`src/rtl/mdu_iter_if.sv`:
```
// mdu_iter_if: request/result bundle between the E stage and the multiply/divide unit.
interface mdu_iter_if #(parameter int WIDTH = 32);
    logic start;
    logic cancel;
    logic [1:0] op;
    logic [WIDTH-1:0] a;
    logic [WIDTH-1:0] b;
    logic busy;
    logic valid;
    logic div_zero;
    logic [WIDTH-1:0] hi;
    logic [WIDTH-1:0] lo;
    modport master(output start, cancel, op, a, b, input busy, valid, div_zero, hi, lo);
    modport slave(input start, cancel, op, a, b, output busy, valid, div_zero, hi, lo);
endinterface

```
`src/rtl/mdu_iter.sv`:
```
// mdu_iter: iterative MULT/MULTU/DIV/DIVU unit producing HI/LO, one bit per cycle.
module mdu_iter #(
    parameter int WIDTH = 32,
    parameter bit FAST_MUL = 0
) (
    input logic clk,
    input logic rst,
    mdu_iter_if.slave m
);
    localparam int W2 = 2 * WIDTH;
    localparam int CW = $clog2(WIDTH) + 1;
    typedef enum logic [1:0] {IDLE, CALC, FIX, DONE} state_t;
    state_t state;
    logic busy, valid, div_zero, sa, sb, bz;
    logic [1:0] op;
    logic [WIDTH-1:0] hi, lo, a_raw, d;
    logic [W2-1:0] acc;
    logic [CW-1:0] cnt;
    logic a_neg, b_neg, go, fast;
    logic [WIDTH-1:0] ma, mb, q, r, fix_hi, fix_lo;
    logic [WIDTH:0] mul_sum, div_sh, div_diff;
    logic [W2-1:0] mul_next, div_next, prod;
    assign a_neg = m.op[0] & m.a[WIDTH-1];
    assign b_neg = m.op[0] & m.b[WIDTH-1];
    assign ma = a_neg ? -m.a : m.a;
    assign mb = b_neg ? -m.b : m.b;
    assign go = m.start & ~m.cancel;
    assign fast = FAST_MUL & ~m.op[1];
    // acc = {partial product, remaining multiplier} or {remainder, dividend/quotient}
    assign mul_sum = {1'b0, acc[W2-1:WIDTH]} + {1'b0, (acc[0] ? d : {WIDTH{1'b0}})};
    assign mul_next = {mul_sum, acc[WIDTH-1:1]};
    assign div_sh = {acc[W2-1:WIDTH], acc[WIDTH-1]};
    assign div_diff = div_sh - {1'b0, d};
    assign div_next = div_diff[WIDTH] ? {div_sh[WIDTH-1:0], acc[WIDTH-2:0], 1'b0}
                                      : {div_diff[WIDTH-1:0], acc[WIDTH-2:0], 1'b1};
    assign prod = (sa ^ sb) ? -acc : acc;
    assign q = acc[WIDTH-1:0];
    assign r = acc[W2-1:WIDTH];
    assign fix_hi = !op[1] ? prod[W2-1:WIDTH] : bz ? a_raw : sa ? -r : r;
    assign fix_lo = !op[1] ? prod[WIDTH-1:0] : bz ? {WIDTH{1'b1}} : (sa ^ sb) ? -q : q;
    assign m.busy = busy;
    assign m.valid = valid;
    assign m.div_zero = div_zero;
    assign m.hi = hi;
    assign m.lo = lo;
    always_ff @(posedge clk) begin
        if (!rst) begin
            state <= IDLE;
            busy <= 1'b0;
            valid <= 1'b0;
            div_zero <= 1'b0;
            hi <= '0;
            lo <= '0;
            cnt <= '0;
            acc <= '0;
            d <= '0;
            a_raw <= '0;
            op <= '0;
            sa <= 1'b0;
            sb <= 1'b0;
            bz <= 1'b0;
        end else begin
            valid <= 1'b0;
            case (state)
                IDLE, DONE: begin
                    state <= IDLE;
                    busy <= 1'b0;
                    if (go) begin
                        op <= m.op;
                        sa <= a_neg;
                        sb <= b_neg;
                        bz <= m.b == '0;
                        a_raw <= m.a;
                        cnt <= '0;
                        d <= m.op[1] ? mb : ma;
                        acc <= fast ? W2'(ma) * W2'(mb)
                                    : m.op[1] ? {{WIDTH{1'b0}}, ma} : {{WIDTH{1'b0}}, mb};
                        state <= fast ? FIX : CALC;
                        busy <= 1'b1;
                    end
                end
                CALC: begin
                    if (m.cancel) begin
                        state <= IDLE;
                        busy <= 1'b0;
                    end else begin
                        acc <= op[1] ? div_next : mul_next;
                        cnt <= cnt + CW'(1);
                        if (cnt == CW'(WIDTH - 1)) state <= FIX;
                    end
                end
                FIX: begin
                    state <= m.cancel ? IDLE : DONE;
                    busy <= 1'b0;
                    if (!m.cancel) begin
                        hi <= fix_hi;
                        lo <= fix_lo;
                        div_zero <= op[1] & bz;
                        valid <= 1'b1;
                    end
                end
                default: state <= IDLE;
            endcase
        end
    end
endmodule
```
`src/flat_wrapper.sv`:
```
// flat-port wrapper written by rule: the top's interface ports become plain ports
module mdu_iter_flat 
#(
    parameter int WIDTH = 32,
    parameter bit FAST_MUL = 0
)
  (clk, rst, m_start, m_cancel, m_op, m_a, m_b, m_busy, m_valid, m_div_zero, m_hi, m_lo);
  mdu_iter_if #(.WIDTH(WIDTH)) m_i ();
  input logic clk;
  input logic rst;
  input wire logic [$bits(m_i.start)-1:0] m_start;
  input wire logic [$bits(m_i.cancel)-1:0] m_cancel;
  input wire logic [$bits(m_i.op)-1:0] m_op;
  input wire logic [$bits(m_i.a)-1:0] m_a;
  input wire logic [$bits(m_i.b)-1:0] m_b;
  output wire logic [$bits(m_i.busy)-1:0] m_busy;
  output wire logic [$bits(m_i.valid)-1:0] m_valid;
  output wire logic [$bits(m_i.div_zero)-1:0] m_div_zero;
  output wire logic [$bits(m_i.hi)-1:0] m_hi;
  output wire logic [$bits(m_i.lo)-1:0] m_lo;
  assign m_i.start = m_start;
  assign m_i.cancel = m_cancel;
  assign m_i.op = m_op;
  assign m_i.a = m_a;
  assign m_i.b = m_b;
  assign m_busy = m_i.busy;
  assign m_valid = m_i.valid;
  assign m_div_zero = m_i.div_zero;
  assign m_hi = m_i.hi;
  assign m_lo = m_i.lo;
  mdu_iter #(.WIDTH(WIDTH), .FAST_MUL(FAST_MUL)) u_core (.clk(clk), .rst(rst), .m(m_i));
endmodule
```
`config.mk`:
```
export PLATFORM = sky130hd
export DESIGN_NAME = mdu_iter_flat
export DESIGN_NICKNAME = d
export VERILOG_FILES = /design/src/rtl/mdu_iter_if.sv /design/src/rtl/mdu_iter.sv /design/src/flat_wrapper.sv
export SDC_FILE = /design/constraint.sdc
export NUM_CORES = 1
export LEC_CHECK = 0
export BUFFER_PORTS_ARGS = -buffer_cell sky130_fd_sc_hd__buf_2
export CAP_MARGIN = 5
export CORE_ASPECT_RATIO = 0.8
export CORE_UTILIZATION = 55
export DETAILED_ROUTE_END_ITERATION = 10
export PLACE_DENSITY = 0.77
export SYNTH_ARGS = -nofsm -noshare
export SYNTH_HDL_FRONTEND = slang
export SYNTH_SLANG_ARGS = --single-unit
```
`constraint.sdc`:
```
create_clock -name clk -period 3.3 [get_ports clk]
set_input_delay 0.33 -clock clk [delete_from_list [all_inputs] [get_ports clk]]
set_output_delay 0.33 -clock clk [all_outputs]
set_load 0.01 [all_outputs]
```
* After elaboration in Yosys (flattened, before gate mapping)
Cells that the tools add are included.
** Word-level totals
- Bits in registers :: 208
- Word-level logic and storage cells :: 73
** Cells by class
- Add/subtract/negate cells :: 8
- Equal/unequal tests :: 8
- Muxes and demuxes :: 29
- Bitwise logic cells :: 6
- Reduce and logical (&&, ||, !) cells :: 8
** Operator list (number)
- $mux 32 :: 11
- $mux 64 :: 5
- $neg 32->32 :: 4
- $pmux 64 s2 :: 1
- $neg 64->64 :: 1
- $add 32x32->33 :: 1
- $sub 33x32->33 :: 1
- $logic_not 32->1 :: 1
- $mux 6 :: 2
- $pmux 6 s2 :: 1
- $add 6x1->6 const B :: 1
- $eq 6x5->1 const B :: 1
- $mux 2 :: 3
- $pmux 2 s3 :: 1
- $reduce_and 2->1 :: 3
- $and 1x1->1 :: 4
- $eq 2x2->1 const B :: 2
- $mux 1 :: 4
- $ne 2x2->1 const B :: 2
- $ne 3x2->1 const B :: 1
- $pmux 1 s3 :: 1
- $reduce_and 3->1 :: 1
- $eq 2x1->1 const B :: 1
- $logic_not 2->1 :: 1
- other kinds (5) :: 5

* Longest topological paths before layout
Gate-level depths: netlist (run 1).
- Depth after elaboration :: 5
- Mapped depth :: 14
- Gate-level depth less buffers :: 13

* Worst setup path before layout (run 1)
No wires, ideal clock.
- Path type :: flip-flop to flip-flop
- Start :: register u_core.acc[0]
- End :: register u_core.acc[57]
- Setup time :: 0.135 ns
- Arrival time :: 2.964 ns
- Path slack :: 0.201 ns
- Stages on the path, launching flop included :: 14
- Buffers on the path :: 0
- Path through :: dfxtp_1 > and2_1 > ha_1 > inv_1 > fa_1 > nand2b_1 > a2111oi_0 > o21ai_1 > a21oi_1 > or2_2 > a31oi_1 > or4b_1 > o2111ai_1 > a31oi_1
** Between the ends
- Word-level cells in the longest chain between the ends :: 5
** RTL lines
- start, declared :: RTL line mdu_iter.sv:17 : logic [W2-1:0] acc;
- start signal, assigned :: RTL line mdu_iter.sv:76 : acc <= fast ? W2'(ma) * W2'(mb)
- start signal, assigned :: RTL line mdu_iter.sv:87 : acc <= op[1] ? div_next : mul_next;
- $mux 32 :: RTL line mdu_iter.sv:30 : assign mul_sum = {1'b0, acc[W2-1:WIDTH]} + {1'b0, (acc[0] ? d : {WIDTH{1'b0}})};
- $add 32x32->33 :: RTL line mdu_iter.sv:30
- $mux 64 :: RTL line mdu_iter.sv:87
- $mux 64 :: RTL line mdu_iter.sv:83 : if (m.cancel) begin
- $pmux 64 s2 :: RTL line mdu_iter.sv:64 : case (state)
Every way passes these cells. The select of a mux whose other input is x is not followed.
A chain may end at the register's enable or synchronous reset.

* Final worst setup path (run 1)
- Start :: register u_core.acc[0]
- End :: register u_core.acc[63]
The elaborated chain is that of the path after synthesis.

==> results_dict.tcl, run 1 <==
set metrics [dict create \
    synth-simple-area-share_pct 20.2 \
    grt_busiest_layer "met2" \
    hp-class "in2reg" \
    ys_ff_latch 207 \
    intPower_w 0.00492 \
    syn_area_mm2 0.0165 \
    drv_cap 0 \
    synthAdderAreaFrac_pct 5.61 \
    grt.overflow.total 0 \
    relSlewSlack_pct 17.7 \
    die-area_mm2 0.0308 \
    final_cell_mix "nand2_1 (264), a21oi_1 (255), nor2_1 (214)" \
    first_pass_iters 6 \
    cts_tree "built" \
    synth_compound_area_share_pct 27.7 \
    wl_per_cell_um 22.1 \
    dp_hpwl_um 47100 \
    clockBufferDepth 3 \
    portBuffers 136 \
    status "finished clean" \
    yosysUniqueCellTypes 85 \
    cts-root-buf "clkbuf_16" \
    final_common_cell "nand2_1" \
    drcViolationCount 0 \
    path_max_fanout 4 \
    ys.flop_type "dfxtp_1" \
    timing.final.crit_share_pct 97.1 \
    dpl_cell_area_mm2 0.0183 \
    cp.required_ns 3.79 \
    p_clk_share_pct 39.6 \
    design_area_mm2 0.0193 \
    power_w 0.00728 \
    finalMaxSlewViolations 0 \
    synth_xor_area_share_pct 10.6 \
    switching_share_pct 32.3 \
    drt.antenna.violating_nets 0 \
    met3_usage_pct 9.49 \
    clock-sinks 207 \
    finalCriticalPeriod_ns 3.21 \
    cpMostUsedCell "buf_4" \
    fp.dieH_um 157 \
    yosysTopAreaCell "dfxtp_1" \
    power-per-cell-area_mw_per_mm2 377 \
    syn_inst 2264 \
    cts-buffers-inserted 23 \
    clk_pin_slew_ns 0.07 \
    syn_avg_cell_area_um2 7.31 \
    grt_use_total_pct 38.8 \
    clock_skew_ns 0.0287 \
    die_w_um 196 \
    max_stage_delay_ns 0.38 \
    setup_viol 0 \
    syn-num-nets 2407 \
    start_util_pct 56.2 \
    synthMuxAreaShare_pct 5.36 \
    diodes 0 \
    synth-async-reset-ratio_pct 0 \
    synth_enable_flop_cells 0 \
    holdBufCountCts 0 \
    hold_violations 0 \
    cpLargestDelayFamily "compound AO/OA/AOI/OAI gates" \
    crit_chain "and2_1 > ha_2 > inv_1 > fa_2 > nand2b_4 > a2111oi_2 > buf_4 > o21ai_2 > a21oi_2 > buf_4 > o31a_1 > a31o_2 > a221oi_1 > o221ai_1 > o311a_1" \
    ys_seq_area_share_pct 25.0 \
    grt_start_max_net_pins 65 \
    synth_top_family_by_area "compound AO/OA/AOI/OAI gates" \
    grt_pass1_wl_um 93100 \
    seq_power_share_pct 36.6 \
    htree_levels 1 \
    antenna_found_initial 0 \
    grt_pass1_vias 16116 \
    synth.area.top_cells "dfxtp_1 (25%), a21oi_1 (7.9%), nand2_1 (6.0%)" \
    crit_path_end_kind "register" \
    critical_path_class "reg2reg" \
    yosys.area.top_type_share_pct 25.0 \
    cp_slowest_cell "dfxtp_2" \
    drive_gt1_share_pct 17.8 \
    top_level_ports 137 \
    insertion_delay_ns 0.55 \
    final_util_pct 65.5 \
    viasPerCell 6.48 \
    use_met2_pct 56.5 \
    totalWireLength_um 62200 \
    fmax_mhz 312 \
    cp.arrival_ns 3.70 \
    max_slew.worst_pin.slew_ns 1.23 \
    critPathBufInv 3 \
    combPwrFrac_pct 23.8 \
    core-area_mm2 0.0294 \
    vias 18253 \
    power.switching_w 0.00235 \
    layout.nets 2566 \
    grt_use_met1_pct 55.7 \
    start_kind "register" \
    max-vdd-ir-drop_mv 0.408 \
    synthToLayoutAreaGrowth_pct 16.5 \
    leakage_nw 7.98 \
    yosysWarnings 0 \
    routabilityCongestion 1.05 \
    fp-row-count 56 \
    drt_first_iter_violations 2373 \
]
[worst reg2reg max path: stages, from the launching register on]
cell and delay (ns):
dfxtp_2 0.38, and2_1 0.14, ha_2 0.18, inv_1 0.05, fa_2 0.33, nand2b_4 0.16
a2111oi_2 0.33, buf_4 0.18, o21ai_2 0.07, a21oi_2 0.24, buf_4 0.16, o31a_1 0.22
a31o_2 0.25, a221oi_1 0.09, o221ai_1 0.19, o311a_1 0.19
[cells in the mapped netlist (all sizes together) (28+ instances only)]
| cell | n |
|---|---|
| a211oi | 36 |
| o31ai | 31 |
| inv | 69 |
| nand3 | 51 |
| xnor2 | 111 |
| clkbuf | 136 |
| xor2 | 90 |
| mux2i | 59 |
| nor2 | 218 |
| a31oi | 28 |
| ha | 71 |
| nand2 | 264 |
| nor3 | 42 |
| o21ai | 206 |
| a21oi | 260 |
| dfxtp | 207 |
[metal layers]
metal	vias to the layer above	part of all wire (%)
met4	0	3.2
met3	138	13
met2	1091	41
li1	8429	-
met1	8595	43
met5	-	0
[power groups by stage]
| stage | Sequential, W | Combinational [W] | Clock (W) |
|---|---|---|---|
| 5_1_grt | 0.00267 | 0.00184 | 0.00297 |
| 3_5_place_dp | 0.00271 | 0.00164 | 0 |
| 6_report | 0.00266 | 0.00173 | 0.00288 |
| 3_3_place_gp | 0.00271 | 0.00162 | 0 |
| 4_1_cts | 0.00265 | 0.00165 | 0.00286 |
| 2_1_floorplan | 0.00268 | 0.00104 | 0 |
[worst paths after layout]
path,startpoint,end,slack (ns),cells past startpoint
setup / recovery,u_core.acc[0]$_SDFFE_PN0P_,u_core.acc[63]$_SDFFE_PN0P_,0.09,15
hold reg to reg,u_core.m.hi[13]$_SDFFE_PN0P_,u_core.m.hi[13]$_SDFFE_PN0P_,0.44,2
hold / removal,m_a[29],u_core.a_raw[29]$_SDFFE_PN0P_,0.07,3
setup reg to reg,u_core.acc[0]$_SDFFE_PN0P_,u_core.acc[63]$_SDFFE_PN0P_,0.09,15
[metrics by stage]
| step | setup slack [ns] | hold WS (ns) | std cells | setup TNS [ns] |
|---|---|---|---|---|
| after floorplan | 0.201 | 0.432 | 2264 | 0 |
| after global placement | -0.0614 | 0.423 | 2772 | -0.209 |
| after detailed placement | -0.0585 | 0.435 | 2772 | -0.218 |
| after CTS | 0.000448 | 0.0656 | 2814 | 0 |
| after global routing | -0.0629 | 0.0649 | 2817 | -0.145 |
| final | 0.0947 | 0.0727 | 2817 | 0 |
[cells by family (layout without fill, tap and decap cells)]
group,after synthesis,after routing
mux,85,85
flops,207,207
compound gates,747,747
fa+ha+maj,73,73
buf+inv,233,409
xor+xnor,201,201
simple gates,718,718
[flip-flops by register name, indices dropped and copies added, names as in the netlist]
signal	cells
u_core.acc	64
u_core.op	1
u_core.m.busy	1
u_core.m.valid	1
u_core.m.div_zero	1
u_core.d	32
u_core.cnt	6
u_core.sb	1
u_core.m.hi	32
u_core.m.lo	32
u_core.state	2
u_core.sa	1
u_core.bz	1
u_core.a_raw	32
[area by class of cell]
| cell class | instances | area, um^2 |
|---|---|---|
| Clock buffer | 33 | 653 |
| Multi-Input combinational cell | 1824 | 11700 |
| Timing Repair Buffer | 297 | 1910 |
| Clock inverter | 9 | 165 |
| Sequential cell | 207 | 4150 |
| Fill cell | 2633 | 10200 |
| Tap cell | 377 | 472 |
| Inverter | 70 | 265 |
[what timing repair did]
action | CTS | global route
pin swaps | 1 | 12
cloned | 0 | 0
setup buffers | 0 | 3
gates resized for setup | 4 | 29
endpoints found under the setup margin | 13 | 29
Note: power is estimated with default switching activity, not from simulation.
==> run 2, diff against run 1 <==
- CORE_UTILIZATION: 55 -> 56
- PLACE_DENSITY: 0.77 -> 0.78
- RECOVER_POWER: unset -> 25
==> run 2 against run 1 <==
Wire length rose by 1.9%. Setup slack got worse by 0.0034 ns. Register-to-register slack barely moved. Fmax fell by 0.11%. Total power fell by 1.6%. Clock-buffer cell count fell by 4. Highest routed layer unchanged.
==> results_dict.tcl, run 2 (synthesized netlist as in run 1, its figures left out) <==
set metrics [dict create \
    combPwrFrac_pct 24.2 \
    htree_levels 1 \
    cp.required_ns 3.67 \
    max-vdd-ir-drop_mv 0.417 \
    grt.overflow.total 0 \
    power_w 0.00716 \
    power.switching_w 0.00233 \
    crit_path_end_kind "register" \
    fp-row-count 55 \
    insertion_delay_ns 0.53 \
    dp_hpwl_um 48300 \
    grt_pass1_wl_um 95400 \
    final_cell_mix "nand2_1 (263), a21oi_1 (257), nor2_1 (214)" \
    holdBufCountCts 0 \
    grt_use_total_pct 40.4 \
    status "finished clean" \
    path_max_fanout 16 \
    totalWireLength_um 63400 \
    fp.dieH_um 156 \
    start_util_pct 57.8 \
    finalCriticalPeriod_ns 3.21 \
    largest_register "u_core.acc" \
    timing.final.crit_share_pct 97.2 \
    final_common_cell "nand2_1" \
    hp-start "m_a[17]" \
    clock-sinks 207 \
    finalMaxSlewViolations 0 \
    switching_share_pct 32.5 \
    power-per-cell-area_mw_per_mm2 374 \
    leakage_nw 7.64 \
    cts-root-buf "clkbuf_16" \
    diodes 0 \
    largest_reg_flops 64 \
    preCtsSetupSlack_ns -0.165 \
    intPower_w 0.00484 \
    setup_slack_ns 0.0913 \
    synthToLayoutAreaGrowth_pct 15.6 \
    relSlewSlack_pct 20.4 \
    vias 18284 \
    drive_gt1_share_pct 14.7 \
    top_level_ports 137 \
    cts-buffers-inserted 23 \
    cts_tree "built" \
    max_slew.worst_pin.slew_ns 1.19 \
    die_w_um 194 \
    core-area_mm2 0.0286 \
    seq_area_mm2 0.00415 \
    routabilityCongestion 1.03 \
    fmax_mhz 312 \
    clock_skew_ns 0.0161 \
    layout.nets 2557 \
    hp-class "in2reg" \
    grt_pass1_vias 16340 \
    drcViolationCount 0 \
    drt_first_iter_violations 2302 \
    seq_power_share_pct 37.2 \
    critical_path_class "reg2reg" \
    rr_startpoint "u_core.acc[0]$_SDFFE_PN0P_" \
    clk_pin_slew_ns 0.06 \
    drv_cap 0 \
    cp-startpoint "u_core.acc[0]$_SDFFE_PN0P_" \
    p_clk_share_pct 38.5 \
    die-area_mm2 0.0302 \
    wl_per_cell_um 22.6 \
    portBuffers 136 \
    grt_start_max_net_pins 81 \
    hold_violations 0 \
    clockBufferDepth 3 \
    multiInputGateArea_mm2 0.0117 \
    antenna_found_initial 0 \
    drt.antenna.violating_nets 0 \
    cp.arrival_ns 3.58 \
    first_pass_iters 6 \
    viasPerCell 6.53 \
    setup_viol 0 \
    n_fill_cell 2543 \
    start_kind "register" \
]
## run 2: cell count changes in the layout (fill, tap and decap cells not counted), sizes merged
cell      change
clkbuf       +63
buf          -76
clkinvlp      -1
clkinv        +5
inv           -1
bufinv        -1
## run 2: stage by stage
step	cell area (um^2)	util [%]	hold slack, ns	TNS [ns]	instances
final	19100	66.8	0.0823	0	2799
after CTS	19100	66.6	0.0689	0	2797
after detailed placement	18300	63.8	0.429	-1.04	2756
after floorplan	16500	-	0.432	0	2264
after global routing	19100	66.8	0.0995	-0.0715	2799
after global placement	18300	63.8	0.424	-0.779	2756
## run 2: what timing repair did
| action | 4_1_cts | 5_1_grt |
|---|---|---|
| pin swaps | 1 | 7 |
| endpoints found under the setup margin | 18 | 20 |
| setup buffers | 1 | 2 |
| endpoints found under the hold margin | 0 | 0 |
| resized for setup | 2 | 31 |
## run 2: layer usage
metal | global-route usage, % | wire, um
met5 | 0 | 0
met4 | 14.1 | 2190
met3 | 12.1 | 8570
met2 | 57.0 | 25500
met1 | 57.6 | 27100
## run 2: final cells by class
cell class | instances | area share, %
Sequential cell | 207 | 21.7
Tap cell | 370 | 2.42
Clock buffer | 29 | 3.40
Timing Repair Buffer | 288 | 9.33
Multi-Input combinational cell | 1824 | 61.1
Inverter | 70 | 1.37
Clock inverter | 11 | 0.713
## run 2: final timing paths
path / slack [ns] / endpoint / depth (start not counted)
max: 0.09 / u_core.acc[61]$_SDFFE_PN0P_ / 13
max reg2reg: 0.09 / u_core.acc[61]$_SDFFE_PN0P_ / 13
min: 0.08 / u_core.a_raw[17]$_SDFFE_PN0P_ / 3
min reg2reg: 0.44 / u_core.m.hi[21]$_SDFFE_PN0P_ / 2
## run 2: power groups by stage
stage          clock network (W)  logic [W]  registers (W)
6_report                 0.00276    0.00174        0.00267
5_1_grt                  0.00286    0.00183        0.00267
4_1_cts                  0.00276    0.00165        0.00266
3_5_place_dp                   0    0.00164        0.00271
3_3_place_gp                   0    0.00163        0.00271
2_1_floorplan                  0    0.00104        0.00268
## run 2: critical path, cell delays in order, from the launching register on
cell,delay (ns)
dfxtp_2,0.36
inv_2,0.07
buf_12,0.15
buf_4,0.21
nor2_1,0.22
ha_1,0.29
a21o_1,0.22
a21o_1,0.18
a21oi_1,0.30
o21ai_0,0.20
a31o_4,0.26
or3_1,0.31
a32oi_1,0.18
o21ai_1,0.09
==> run 3, diff against run 2 <==
- CELL_PAD_IN_SITES_DETAIL_PLACEMENT: unset -> 2
- CELL_PAD_IN_SITES_GLOBAL_PLACEMENT: unset -> 2
- CORE_UTILIZATION: 56 -> 32
- PLACE_DENSITY: 0.78 -> 0.77
==> run 3 against run 2 <==
The flow now finishes with violations (max-capacitance violations, max-slew violations). Global-route usage fell by 10 points. Sequential cell count did not move. Clock-buffer cell count rose by 4. Die area rose by 74%. Fmax fell by 2.1%.
==> results_dict.tcl, run 3 (synthesized netlist as in run 1, its figures left out) <==
set metrics [dict create \
    htree_levels 1 \
    synthToLayoutAreaGrowth_pct 22.1 \
    drv_cap 1 \
    fp-row-count 74 \
    cp.required_ns 3.74 \
    grt_start_max_net_pins 65 \
    finalCriticalPeriod_ns 3.28 \
    dp_hpwl_um 63300 \
    wl_met3_um 5200 \
    violations "max-capacitance violations, max-slew violations" \
    insertion_delay_ns 0.58 \
    drcViolationCount 0 \
    clock_skew_ns 0.0218 \
    largest_register "u_core.acc" \
    cp.arrival_ns 3.72 \
    setup_slack_ns 0.0219 \
    status "finished with violations" \
    grt.overflow.total 0 \
    preCtsSetupSlack_ns -0.279 \
    max-vdd-ir-drop_mv 0.313 \
    grt_pass1_wl_um 121000 \
    top_level_ports 137 \
    core-area_mm2 0.0510 \
    die_w_um 256 \
    fmax_mhz 305 \
    antenna_found_initial 3 \
    drive_gt1_share_pct 17.8 \
    drt.antenna.violating_nets 0 \
    crit_path_end_kind "register" \
    relSlewSlack_pct -2.39 \
    path_max_fanout 7 \
    rsz0062_at_grt "true" \
    die-area_mm2 0.0526 \
    place_inst 3112 \
    start_util_pct 32.4 \
    clock-sinks 207 \
    leakage_nw 7.95 \
    fp.dieH_um 205 \
    start_kind "register" \
    final_common_cell "nand2_1" \
    setup_viol 0 \
    power-per-cell-area_mw_per_mm2 388 \
    routabilityCongestion 1.00 \
    grt_use_total_pct 30.0 \
    finalMaxSlewViolations 5 \
    fin_setup_tns_ns 0 \
    clockBufferDepth 3 \
    timing.final.crit_share_pct 99.3 \
    final_cell_mix "nand2_1 (263), a21oi_1 (254), nor2_1 (210)" \
    topRoutingLayerUsed "met5" \
    vias 18789 \
    cts_tree "built" \
    layout.nets 2608 \
    hold_violations 0 \
    viasPerCell 5.93 \
    routed-wl-met2_um 37400 \
    wl_met1_um 37400 \
    max_slew.worst_pin.slew_ns 1.52 \
    min_path_cells 3 \
    drt_first_iter_violations 1346 \
    critical_path_class "reg2reg" \
    first_pass_iters 7 \
    portBuffers 136 \
    wl_per_cell_um 26.0 \
    hp-class "in2reg" \
    finalNonFillerCells 3168 \
    clk_pin_slew_ns 0.06 \
    r2r_cells 9 \
    cts-root-buf "clkbuf_16" \
    largest_reg_flops 64 \
    totalWireLength_um 82300 \
    grt_pass1_vias 19439 \
    cts-buffers-inserted 26 \
    diodes 0 \
]
[run 3: changes by cell type in the layout (fill, tap and decap cells not counted), moves of 4 or more]
cell,delta
nor2_2,+4
ha_4,+4
ha_1,-4
clkinvlp_4,+4
buf_4,+47
nor2_1,-4
buf_6,+4
dfxtp_1,-5
dfxtp_2,+4
[run 3: path summary, 6_finish.rpt]
kind	start	endpoint	slack (ns)
worst max-delay path	u_core.acc[32]$_SDFFE_PN0P_	u_core.m.hi[19]$_SDFFE_PN0P_	0.02
worst min-delay path	m_a[5]	u_core.a_raw[5]$_SDFFE_PN0P_	0.05
worst max register to register	u_core.acc[32]$_SDFFE_PN0P_	u_core.m.hi[19]$_SDFFE_PN0P_	0.02
worst min register to register	u_core.m.hi[21]$_SDFFE_PN0P_	u_core.m.hi[21]$_SDFFE_PN0P_	0.44
[run 3: final cells by class]
cell class,instances,area (um^2)
fill,5961,30800
multi-input combinational,1824,11900
sequential,207,4160
timing repair buffer,336,2140
tap,684,856
clock buffer,33,728
inverter,70,267
clock inverter,14,210
[run 3: timing repair]
| action | in CTS | in global routing |
|---|---|---|
| pin swaps | 3 | 15 |
| endpoints found under the setup margin | 42 | 27 |
| setup buffers | 3 | 6 |
| gates resized for setup | 21 | 54 |
| hold buffers | 0 | 0 |
[run 3: power breakdown]
part	leakage [nW]	switching, W	internal (W)
logic	5.82	0.00123	0.000691
clock network	0.449	0.00132	0.00195
registers	1.68	0.0000892	0.00258
[run 3: through the flow]
stage | area, um^2 | hold WS (ns) | power, W | util, %
global route | 20200 | 0.0563 | 0.00809 | 39.6
floorplan | 16500 | 0.432 | 0.00372 | -
finish | 20200 | 0.0545 | 0.00785 | 39.6
global placement | 18900 | 0.428 | 0.00445 | 37.1
CTS | 20000 | 0.0342 | 0.00781 | 39.2
detailed placement | 18900 | 0.433 | 0.00453 | 37.1
[run 3: worst max-delay path, cell delays in order (launching register included)]
cell and delay [ns]:
dfxtp_1 0.37, buf_4 0.19, nor4_2 0.32, or4b_4 0.53, or4b_1 0.75, nor2_4 0.30, a21oi_1 0.12, xor2_1 0.17
o21ai_1 0.30, nand2_1 0.08
[run 3: per-layer routing]
layer,global-route usage (%),up-vias
li1,-,8492
met1,41.4,9634
met2,48.6,547
met3,4.04,114
met4,8.43,2
met5,0,-
